$ cat src/rtl/rmt_egress_arb.sv
// Packet-granularity round-robin merge of S_COUNT AXI-Stream sources onto one
// egress stream. Ports: clk/rst, s_axis_* (S_COUNT packed), m_axis_*, busy.
module rmt_egress_arb #(
  parameter int S_COUNT    = 2,
  parameter int DATA_WIDTH = 512,
  parameter int KEEP_WIDTH = DATA_WIDTH / 8,
  parameter int USER_WIDTH = 8,
  parameter int ID_WIDTH   = (S_COUNT > 1) ? $clog2(S_COUNT) : 1
) (
  input  logic                          clk,
  input  logic                          rst,
  input  logic [S_COUNT*DATA_WIDTH-1:0] s_axis_tdata,
  input  logic [S_COUNT*KEEP_WIDTH-1:0] s_axis_tkeep,
  input  logic [S_COUNT-1:0]            s_axis_tvalid,
  output logic [S_COUNT-1:0]            s_axis_tready,
  input  logic [S_COUNT-1:0]            s_axis_tlast,
  input  logic [S_COUNT*USER_WIDTH-1:0] s_axis_tuser,
  output logic [DATA_WIDTH-1:0]         m_axis_tdata,
  output logic [KEEP_WIDTH-1:0]         m_axis_tkeep,
  output logic                          m_axis_tvalid,
  input  logic                          m_axis_tready,
  output logic                          m_axis_tlast,
  output logic [USER_WIDTH-1:0]         m_axis_tuser,
  output logic [ID_WIDTH-1:0]           m_axis_tid,
  output logic                          busy
);

  typedef enum logic {IDLE, ACTIVE} state_t;

  state_t              state_q, state_d;
  logic [ID_WIDTH-1:0] grant_q, grant_d;
  logic [ID_WIDTH-1:0] last_grant_q, last_grant_d;
  logic [ID_WIDTH:0]   idx;
  logic                found;

  logic                  buf_ready_q, buf_ready_d;
  logic                  in_beat, in_valid, in_last;
  logic [DATA_WIDTH-1:0] in_data;
  logic [KEEP_WIDTH-1:0] in_keep;
  logic [USER_WIDTH-1:0] in_user;

  logic                  m_valid_q, m_last_q;
  logic [DATA_WIDTH-1:0] m_data_q;
  logic [KEEP_WIDTH-1:0] m_keep_q;
  logic [USER_WIDTH-1:0] m_user_q;
  logic [ID_WIDTH-1:0]   m_id_q;
  logic                  t_valid_q, t_last_q;
  logic [DATA_WIDTH-1:0] t_data_q;
  logic [KEEP_WIDTH-1:0] t_keep_q;
  logic [USER_WIDTH-1:0] t_user_q;
  logic [ID_WIDTH-1:0]   t_id_q;

  // Granted-source mux
  always_comb begin
    in_data  = '0;
    in_keep  = '0;
    in_user  = '0;
    in_valid = 1'b0;
    in_last  = 1'b0;
    for (int i = 0; i < S_COUNT; i++) begin
      if (grant_q == ID_WIDTH'(i)) begin
        in_data  = s_axis_tdata[i*DATA_WIDTH +: DATA_WIDTH];
        in_keep  = s_axis_tkeep[i*KEEP_WIDTH +: KEEP_WIDTH];
        in_user  = s_axis_tuser[i*USER_WIDTH +: USER_WIDTH];
        in_valid = s_axis_tvalid[i];
        in_last  = s_axis_tlast[i];
      end
    end
  end

  always_comb begin
    s_axis_tready = '0;
    if (state_q == ACTIVE) begin
      for (int i = 0; i < S_COUNT; i++) begin
        if (grant_q == ID_WIDTH'(i)) s_axis_tready[i] = buf_ready_q;
      end
    end
  end

  assign in_beat = (state_q == ACTIVE) && in_valid && buf_ready_q;
  assign busy    = (state_q == ACTIVE);

  // Arbitration: search upward from last_grant+1 with wrap
  always_comb begin
    state_d      = state_q;
    grant_d      = grant_q;
    last_grant_d = last_grant_q;
    found        = 1'b0;
    idx          = '0;
    unique case (state_q)
      IDLE: begin
        for (int i = 1; i <= S_COUNT; i++) begin
          idx = {1'b0, last_grant_q} + (ID_WIDTH+1)'(i);
          if (idx >= (ID_WIDTH+1)'(S_COUNT))
            idx = idx - (ID_WIDTH+1)'(S_COUNT);
          if (!found && s_axis_tvalid[idx[ID_WIDTH-1:0]]) begin
            found   = 1'b1;
            grant_d = idx[ID_WIDTH-1:0];
          end
        end
        if (found) state_d = ACTIVE;
      end
      ACTIVE: begin
        if (in_beat && in_last) begin
          last_grant_d = grant_q;
          state_d      = IDLE;
        end
      end
    endcase
  end

  always_ff @(posedge clk) begin
    if (rst) begin
      state_q      <= IDLE;
      grant_q      <= '0;
      last_grant_q <= ID_WIDTH'(S_COUNT - 1);
    end else begin
      state_q      <= state_d;
      grant_q      <= grant_d;
      last_grant_q <= last_grant_d;
    end
  end

  // Skid buffer: ready is registered, so temp catches the beat
  // accepted in the cycle the downstream stalls.
  assign buf_ready_d = m_axis_tready ||
                       (!t_valid_q && (!m_valid_q || !in_beat));

  always_ff @(posedge clk) begin
    if (rst) begin
      buf_ready_q <= 1'b0;
      m_valid_q   <= 1'b0;
      t_valid_q   <= 1'b0;
    end else begin
      buf_ready_q <= buf_ready_d;
      if (buf_ready_q) begin
        if (m_axis_tready || !m_valid_q) begin
          m_valid_q <= in_beat;
          if (in_beat) begin
            m_data_q <= in_data;
            m_keep_q <= in_keep;
            m_user_q <= in_user;
            m_last_q <= in_last;
            m_id_q   <= grant_q;
          end
        end else begin
          t_valid_q <= in_beat;
          if (in_beat) begin
            t_data_q <= in_data;
            t_keep_q <= in_keep;
            t_user_q <= in_user;
            t_last_q <= in_last;
            t_id_q   <= grant_q;
          end
        end
      end else if (m_axis_tready) begin
        m_valid_q <= t_valid_q;
        t_valid_q <= 1'b0;
        m_data_q  <= t_data_q;
        m_keep_q  <= t_keep_q;
        m_user_q  <= t_user_q;
        m_last_q  <= t_last_q;
        m_id_q    <= t_id_q;
      end
    end
  end

  assign m_axis_tvalid = m_valid_q;
  assign m_axis_tdata  = m_data_q;
  assign m_axis_tkeep  = m_keep_q;
  assign m_axis_tuser  = m_user_q;
  assign m_axis_tlast  = m_last_q;
  assign m_axis_tid    = m_id_q;

endmodule

$ cat config.mk
export PLATFORM = sky130hd
export DESIGN_NAME = rmt_egress_arb
export DESIGN_NICKNAME = d
export VERILOG_FILES = /design/src/rtl/rmt_egress_arb.sv
export SDC_FILE = /design/constraint.sdc
export NUM_CORES = 1
export LEC_CHECK = 0
export ABC_AREA = 1
export CAP_MARGIN = 20
export CORE_AREA = 5 5 680 682
export DETAILED_ROUTE_END_ITERATION = 7
export DIE_AREA = 0 0 685 687
export GPL_ROUTABILITY_DRIVEN = 0
export PLACE_DENSITY = 0.36
export SKIP_LAST_GASP = 1
export SLEW_MARGIN = 25
export SYNTH_ARGS = -nofsm -noshare
export SYNTH_HDL_FRONTEND = slang
export SYNTH_SLANG_ARGS = --single-unit
$ cat constraint.sdc
create_clock -name clk -period 59.4 [get_ports clk]
set_input_delay 11.88 -clock clk [delete_from_list [all_inputs] [get_ports clk]]
set_output_delay 11.88 -clock clk [all_outputs]
set_load 0.005 [all_outputs]
# Word level (Yosys, flattened, before mapping)

Index checks and enable logic that the tools add are counted.

Mux-type cells: 51
Eq/ne operators: 3
Div/mod/pow operators: 0
Shift operators: 0
Magnitude comparators: 4
Add/sub/neg operators: 4
Reduce and logical (&&, ||, !) cells: 20
Bitwise logic cells: 3
Multiply operators: 0

Operators by type and width:

| cell                                                       | number |
|---|---|
| two-way mux 512 bit                                        | 5 |
| two-way mux 64 bit                                         | 5 |
| two-way mux 8 bit                                          | 5 |
| two-way mux 1 bit                                          | 34 |
| AND reduction 2 bit                                        | 4 |
| AND reduction 4 bit                                        | 2 |
| logical AND 1 bit                                          | 5 |
| greater-or-equal comparator 2 bit, second input constant   | 2 |
| logical NOT 1 bit                                          | 4 |
| less-than comparator 1 x 2 -> 1 bit, second input constant | 2 |
| != test 2 x 1 -> 1 bit, second input constant              | 2 |
| nonzero test 2 bit                                         | 2 |
| logical OR 1 bit                                           | 3 |
| inverter 1 bit                                             | 3 |
| adder 1 x 1 -> 2 bit, second input constant                | 1 |
| adder 1 x 2 -> 2 bit, second input constant                | 1 |
| two-way mux 2 bit                                          | 1 |
| != test 2 bit, second input constant                       | 1 |
| one-hot mux 1 bit (2 select lines)                         | 1 |
| subtractor 1 bit, second input constant                    | 2 |

Memory bits (read-only): 0
Output and inout bits: 590
Logic and storage cells: 101
Bits in writable memories: 0
Memories: 0
Bits in latches: 0
Bits in registers: 1178
Input bits: 1175

# Longest topological paths before layout

Gate-level depths: netlist of run 1.

Depth after elaboration: 14
Mapped depth: 9
Depth with buffers taken out: 7

# Least setup slack after synthesis of run 1

No wires, ideal clock.

Path kind: in2reg
Start: in s_axis_tvalid[0]
End: reg t_data_q[0], enable pin
Required time: 57142 ps
Buffers on the path: 0
Arrival time: 51459 ps
Stages: 4
Setup slack: 5682 ps
Setup time: 2258 ps
Path through: inv_1 nand2_1 nand3_1 nor3_1

Word-level cells in the longest chain between the ends: 4

Ends and longest elaborated chain:

| item                                 | line | RTL |
|---|---|---|
| from (decl)                          | 14   | `input logic [S_COUNT-1:0] s_axis_tvalid,` |
| two-way mux 1 bit                    | 61   | `if (grant_q == ID_WIDTH'(i)) begin` |
| logical AND 1 bit (2 in a row)       | 80   | `assign in_beat = (state_q == ACTIVE) && in_valid && buf_ready_q;` |
| AND reduction 4 bit (no source line) | --   |  |
| to (signal assigned)                 | 149  | `t_data_q <= in_data;` |
| to (decl)                            | 48   | `logic [DATA_WIDTH-1:0] t_data_q;` |

No other way between the ends.
A chain may end at the register's enable or synchronous reset.

# Final worst setup path of run 1

Start: in s_axis_tvalid[1]
End: reg m_data_q[255], in the netlist m_axis_tdata[255], enable pin

Word-level cells in the longest chain between the ends: 5

Ends and longest elaborated chain:

| item                                    | line | RTL |
|---|---|---|
| two-way mux 1 bit                       | 61   |  |
| logical AND 1 bit (2 in a row)          | 80   |  |
| != test 2 x 1 -> 1 bit (no source line) | --   |  |
| AND reduction 4 bit (no source line)    | --   |  |
| to (signal assigned)                    | 140  | `m_data_q <= in_data;` |
| to (signal assigned)                    | 159  | `m_data_q <= t_data_q;` |
| to (decl)                               | 43   | `logic [DATA_WIDTH-1:0] m_data_q;` |

No other way between the ends.

==> out/results.ini, run 1 <==
[status]
outcome=complete, no violations

[logic_synthesis]
synth_cells=4415
synth_fp_nets=5590
synth_compound_area_share_pct=7.50
synth_top_family_by_area=simple AND/OR/NAND/NOR gates
muxShareOfSynthArea_pct=0
synth-simple-area-share_pct=18.1
yosysWarnings=0
syn_area_per_cell_sq_um=11.2
yosys.cell_types.count=22
synth_adder_area_share_pct=0
synth-xor-area-share_pct=0
synth-seq-cells=1178
syn-cell-area_sq_um=49400
synth-seq-area-share_pct=71.5

[timing]
fin_tns_setup_ns=0
worst_pin_slew_ns=1.02
finalHoldViolCount=0
slew_headroom_pct=32.2
finClkSkew_ns=0.0447
setup_violations=0
drv_slew=0
hold_ws_ns=0.531
layout_min_cycle_time_ns=16.12
rsz0062_at_grt=no
period_share_pct=27.1
max_freq_ghz=0.0620

[placed_design]
post-dp-hpwl_mm=286
place.port_buffers=1764

[die]
die_w_microns=685
coreArea_sq_um=455000
ios=1765
die-height_microns=687
dieArea_sq_um=471000
num_rows=248
start_util_pct=10.9

[global_routing]
track_usage_pct=13.9
met2_usage_pct=24.5
grt-ovfl-total=0
grt_start_max_net_pins=160
gr-max-usage-layer=met2
antenna_found_initial=250
grt_pass1_vias=42729
grtUsageMet3_pct=7.08
grt_pass1_wl_mm=436
globalRouteMet1Util_pct=14.6

[cts]
cts.reportedPaths.clkPinSlew_ns=0.06
clkSinkCount=1178
cts-resized-gates=0
insertion_delay_ns=0.84
clockBufferDepth=4
holdBufCountCts=0
cts-root-buf=clkbuf_16
ctsHtreeMaxLevel=4
cts_buffers=156
cts_setup_buffers=0
tritoncts=yes

[drt]
viasPerCell=3.44
wl_mm=344
firstDrtPassIters=6
drc=0
wl_per_cell_microns=28.0
ant_nets=0
drt_iter0_markers=3229
vias=42318

[pwr]
pwr_density_cell_nw_per_um2=27.7
finalPower_mw=2.18
p_leak_nw=27.4
vdd_drop_max_mv=0.0205

[worst_setup_path]
crit_type=input pin to register
cp-start-kind=input pin
cp_max_fo=67
required_ns=59.83
worst_setup_path_end_kind=register
worstPathArrival_ns=16.55

[final_layout]
fin_nets=7306
syn2layout_area_growth_pct=59.3
fin_util_pct=17.3
final_layout_size_suffix_gt1_share_pct=4.47

[worst_hold_path]
hold_class=register to register

[job]
max_cap_violations=0

## cell type report
class	instances	area (sq um)
antenna	56	140
clock buffer	194	4090
clock inverter	80	744
fill	50419	376000
inverter	13	56.3
multi-input combinational	2963	12700
sequential	1178	35300
tap	6000	7510
timing repair buffer	1819	18200
## cells in the mapped netlist (all sizes together)
| library cell | n | share of area (%) |
|---|---|---|
| a21oi | 4 | 0.041 |
| a31oi | 584 | 7.4 |
| and3 | 1 | 0.013 |
| buf | 201 | 2.4 |
| clkbuf | 60 | 0.46 |
| dfxtp | 6 | 0.24 |
| edfxtp | 1172 | 71 |
| inv | 13 | 0.099 |
| nand2 | 1771 | 14 |
| nand3 | 4 | 0.041 |
| nand4 | 1 | 0.013 |
| nor2 | 588 | 4.5 |
| nor3 | 3 | 0.030 |
| o211ai | 1 | 0.015 |
| o21ai | 4 | 0.041 |
| o21bai | 1 | 0.015 |
| or2 | 1 | 0.013 |
## worst max-delay path: stages
cell             delay, ns
clkdlybuf4s50_1       0.59
inv_1                 0.11
nand2_1               0.10
nand3_1               0.22
nand2_1               0.16
and3_4                0.49
buf_4                 0.47
buf_16                0.29
buf_4                 0.59
buf_4                 0.54
buf_4                 0.76
## report_power, final
| part | switching [mW] | total (mW) | internal (mW) |
|---|---|---|---|
| combinational | 0.155 | 0.288 | 0.133 |
| clock | 0.400 | 0.927 | 0.526 |
| sequential | 0.0139 | 0.967 | 0.953 |
| total | 0.569 | 2.18 | 1.61 |
## worst paths after layout
kind                        startpoint                           to  slack [ns]  depth (start not counted)
max                   s_axis_tvalid[1]  m_axis_tdata[255]$_DFFE_PP_       43.28                         11
min          last_grant_q$_SDFFE_PP1P_    last_grant_q$_SDFFE_PP1P_        0.53                          2
max reg2reg       grant_q$_SDFFE_PP0P_  m_axis_tdata[255]$_DFFE_PP_       53.99                         10
min reg2reg  last_grant_q$_SDFFE_PP1P_    last_grant_q$_SDFFE_PP1P_        0.53                          2
## flip-flops by register name, indices dropped and copies added, names as in the netlist, 8 cells and up
signal	cells
m_axis_tdata	512
t_user_q	8
m_axis_tkeep	64
m_axis_tuser	8
t_keep_q	64
t_data_q	512
## through the flow
| stage | std cells | cell area, sq um | setup WS (ns) |
|---|---|---|---|
| 6_report | 12303 | 78700 | 43.28 |
| 5_1_grt | 12265 | 78600 | 43.05 |
| 4_1_cts | 12246 | 78500 | 43.26 |
| 3_5_place_dp | 11972 | 73700 | 42.34 |
| 3_3_place_gp | 11971 | 73700 | 42.04 |
| 2_1_floorplan | 4415 | 49400 | 5.68 |
## cells in the final DEF (no fill, tap or decap), types with 2 or more instances in the layout
cell,count
diode_2,56
clkinv_8,4
clkdlybuf4s50_1,1764
nor2_1,588
a21oi_1,4
nand2_2,10
buf_4,45
clkinv_4,3
edfxtp_1,1172
nand2_1,1761
dfxtp_4,2
nand3_1,4
nor3_1,2
clkinv_2,18
buf_6,2
clkinv_16,3
inv_8,3
bufinv_16,8
clkinv_1,33
buf_12,6
clkbuf_1,36
inv_6,5
inv_1,11
buf_16,2
clkbuf_16,158
a31oi_2,2
o21ai_0,4
dfxtp_1,4
clkinvlp_4,3
a31oi_1,582
## layer usage
| layer | vias to the layer above | routed length, microns |
|---|---|---|
| li1 | 19043 | - |
| met1 | 20742 | 124000 |
| met2 | 1790 | 170000 |
| met3 | 579 | 39400 |
| met4 | 164 | 9270 |
| met5 | - | 1120 |
## cell families after synthesis
group | after synthesis
buffers and inverters | 274
AOI/OAI and AO/OA | 594
DFF | 1178
and+or+nand+nor | 2369
No activity file was read; power rests on OpenSTA's default activity.
==> run 2: changes to the inputs <==
==> constraint.sdc (replaced) <==
create_clock -name clk -period 16.6 [get_ports clk]
set_input_delay 3.32 -clock clk [delete_from_list [all_inputs] [get_ports clk]]
set_output_delay 3.32 -clock clk [all_outputs]
set_load 0.005 [all_outputs]
==> run 2 against run 1 <==
Clock skew rose by 0.0012 ns. Die area did not move. Sequential power rose to 3.6 times the previous value. Register-to-register slack got worse by 43 ns. Worst setup slack got worse by 34 ns. Critical endpoint is now m_axis_tdata[237]$_DFFE_PP_. Critical path type unchanged. Via count rose by 1.1%.
==> out/results.ini, run 2 (same netlist as run 1, synthesis figures left out) <==
[drt]
drt_iter0_markers=3317
firstDrtPassIters=6
wl_mm=349
viasPerCell=3.47
drc=0
vias=42771
ant_nets=0
wl_per_cell_microns=28.3

[die]
die-height_microns=687
ios=1765
dieArea_sq_um=471000
num_rows=248
die_w_microns=685
coreArea_sq_um=455000
start_util_pct=10.9

[final_layout]
syn2layout_area_growth_pct=59.9
mostFrequentLayoutCell=clkdlybuf4s50_1
fin_nets=7313
layout_common_cells=1764 x clkdlybuf4s50_1, 1757 x nand2_1, 1172 x edfxtp_1
final_layout_size_suffix_gt1_share_pct=4.92

[timing]
finClkSkew_ns=0.0459
max_freq_ghz=0.145
worst_pin_slew_ns=1.07
setup_violations=0
rsz0062_at_grt=no
finalHoldViolCount=0
drv_slew=0
slew_headroom_pct=28.6
period_share_pct=41.7
layout_min_cycle_time_ns=6.92
fin_tns_setup_ns=0

[worst_setup_path]
cp_max_fo=114
slowest_stage=buf_4
worst_setup_path_end_kind=register
crit_path_frequent_cell=buf_4
crit_buf_inv=5
worstRegToRegCells=9
critical_path.cell_chain=clkdlybuf4s50_1 > inv_12 > nand2_4 > nand3_4 > nand2_1 > and3_4 > buf_4 > buf_4 > buf_12
r2r_setup_slack_ns=11.33
cp-start-kind=input pin
required_ns=17.06
worstPathArrival_ns=7.37
worstReg2RegEnd=m_axis_tdata[237]$_DFFE_PP_
max_stage_delay_ns=0.80
r2r_start=grant_q$_SDFFE_PP0P_
cp_top_family=buffers and inverters
crit_type=input pin to register

[worst_hold_path]
hold_class=register to register
whs_endpoint=last_grant_q$_SDFFE_PP1P_
min_from=last_grant_q$_SDFFE_PP1P_
hold_depth=2

[cts]
clockBufferDepth=4
cts-root-buf=clkbuf_16
tritoncts=yes
cts.reportedPaths.clkPinSlew_ns=0.06
cts-resized-gates=0
clkSinkCount=1178
cts_buffers=161
holdBufCountCts=0
ctsHtreeMaxLevel=4
cts_setup_buffers=0
insertion_delay_ns=0.86

[pwr]
pwr_density_cell_nw_per_um2=101
pwr-share-seq_pct=43.4
swShare_pct=26.2
p_leak_nw=27.6
p_switching_mw=2.09
vdd_drop_max_mv=0.0629
power_frac_comb_pct=13.0
power_frac_clock_pct=43.5
internal_power_mw=5.88
finalPower_mw=7.97

[global_routing]
grt-ovfl-total=0
grt_pass1_vias=42777
track_usage_pct=14.1
grt_start_max_net_pins=147
grt_pass1_wl_mm=441
antenna_found_initial=276

[status]
outcome=complete, no violations

[job]
max_cap_violations=0

[placed_design]
post-dp-hpwl_mm=289
place.port_buffers=1764

## run 2: changes by cell type in the layout (fill, tap and decap cells not counted), sizes merged
cell,delta
bufinv,+2
clkinvlp,+1
clkbuf,+8
buf,+2
clkinv,+3
diode,+8
inv,+1
## run 2: area by class of cell
type / instances / area [sq um]
clock inverters: 87 / 785
well taps: 6000 / 7510
clock buffers: 202 / 4270
inverters: 13 / 76.3
flip-flops and latches: 1178 / 35300
diodes: 64 / 160
multi-input cells: 2963 / 12700
fillers: 50401 / 376000
repair buffers: 1821 / 18200
## run 2: power by group through the flow
stage	logic [mW]	clock network (mW)	registers [mW]
final	1.04	3.47	3.46
after global routing	1.12	3.72	3.47
after global placement	1.05	0	3.53
after floorplan	0.339	0	3.53
after detailed placement	1.06	0	3.53
after CTS	1.07	3.61	3.46
## run 2: metal layers
layer / track usage, % / up-vias / part of all wire [%]
li1: - / 19080 / -
met4: 3.51 / 172 / 2.9
met1: 15.9 / 20940 / 38
met3: 6.72 / 604 / 11
met5: 0 / - / 0.32
met2: 23.8 / 1975 / 48
## run 2: how the worst max path moves through the flow
stage                                 from                     endpoint  slack (ns)  cells past startpoint
final                     s_axis_tvalid[0]  m_axis_tdata[237]$_DFFE_PP_        9.68                      9
after global routing      s_axis_tvalid[0]  m_axis_tdata[178]$_DFFE_PP_        9.61                      9
after CTS                 s_axis_tvalid[0]  m_axis_tdata[172]$_DFFE_PP_        9.78                      9
after detailed placement  s_axis_tvalid[0]  m_axis_tdata[241]$_DFFE_PP_        8.81                      9
after global placement    s_axis_tvalid[0]  m_axis_tdata[172]$_DFFE_PP_        8.75                      9
after floorplan           s_axis_tvalid[0]        t_data_q[0]$_DFFE_PP_       -1.24                      4
## run 2: worst register-to-register path: stages (launching register included)
cell and delay [ns]:
dfxtp_4 0.59, buf_4 0.63, inv_8 0.29, nand2_4 0.19, nand3_4 0.12, nand2_1 0.13
and3_4 0.52, buf_4 0.62, buf_4 0.85, buf_12 0.78
## run 2: per-stage QoR
| step | cell area, sq um | hold WS, ns | util, % | cells | worst slack [ns] |
|---|---|---|---|---|---|
| after global routing | 79000 | 0.554 | 17.3 | 12292 | 9.61 |
| after CTS | 78900 | 0.535 | 17.3 | 12263 | 9.78 |
| after global placement | 73800 | 0.515 | 16.2 | 11974 | 8.75 |
| final | 79100 | 0.512 | 17.4 | 12328 | 9.68 |
| after floorplan | 49500 | 0.409 | - | 4415 | -1.24 |
| after detailed placement | 73800 | 0.525 | 16.2 | 11974 | 8.81 |
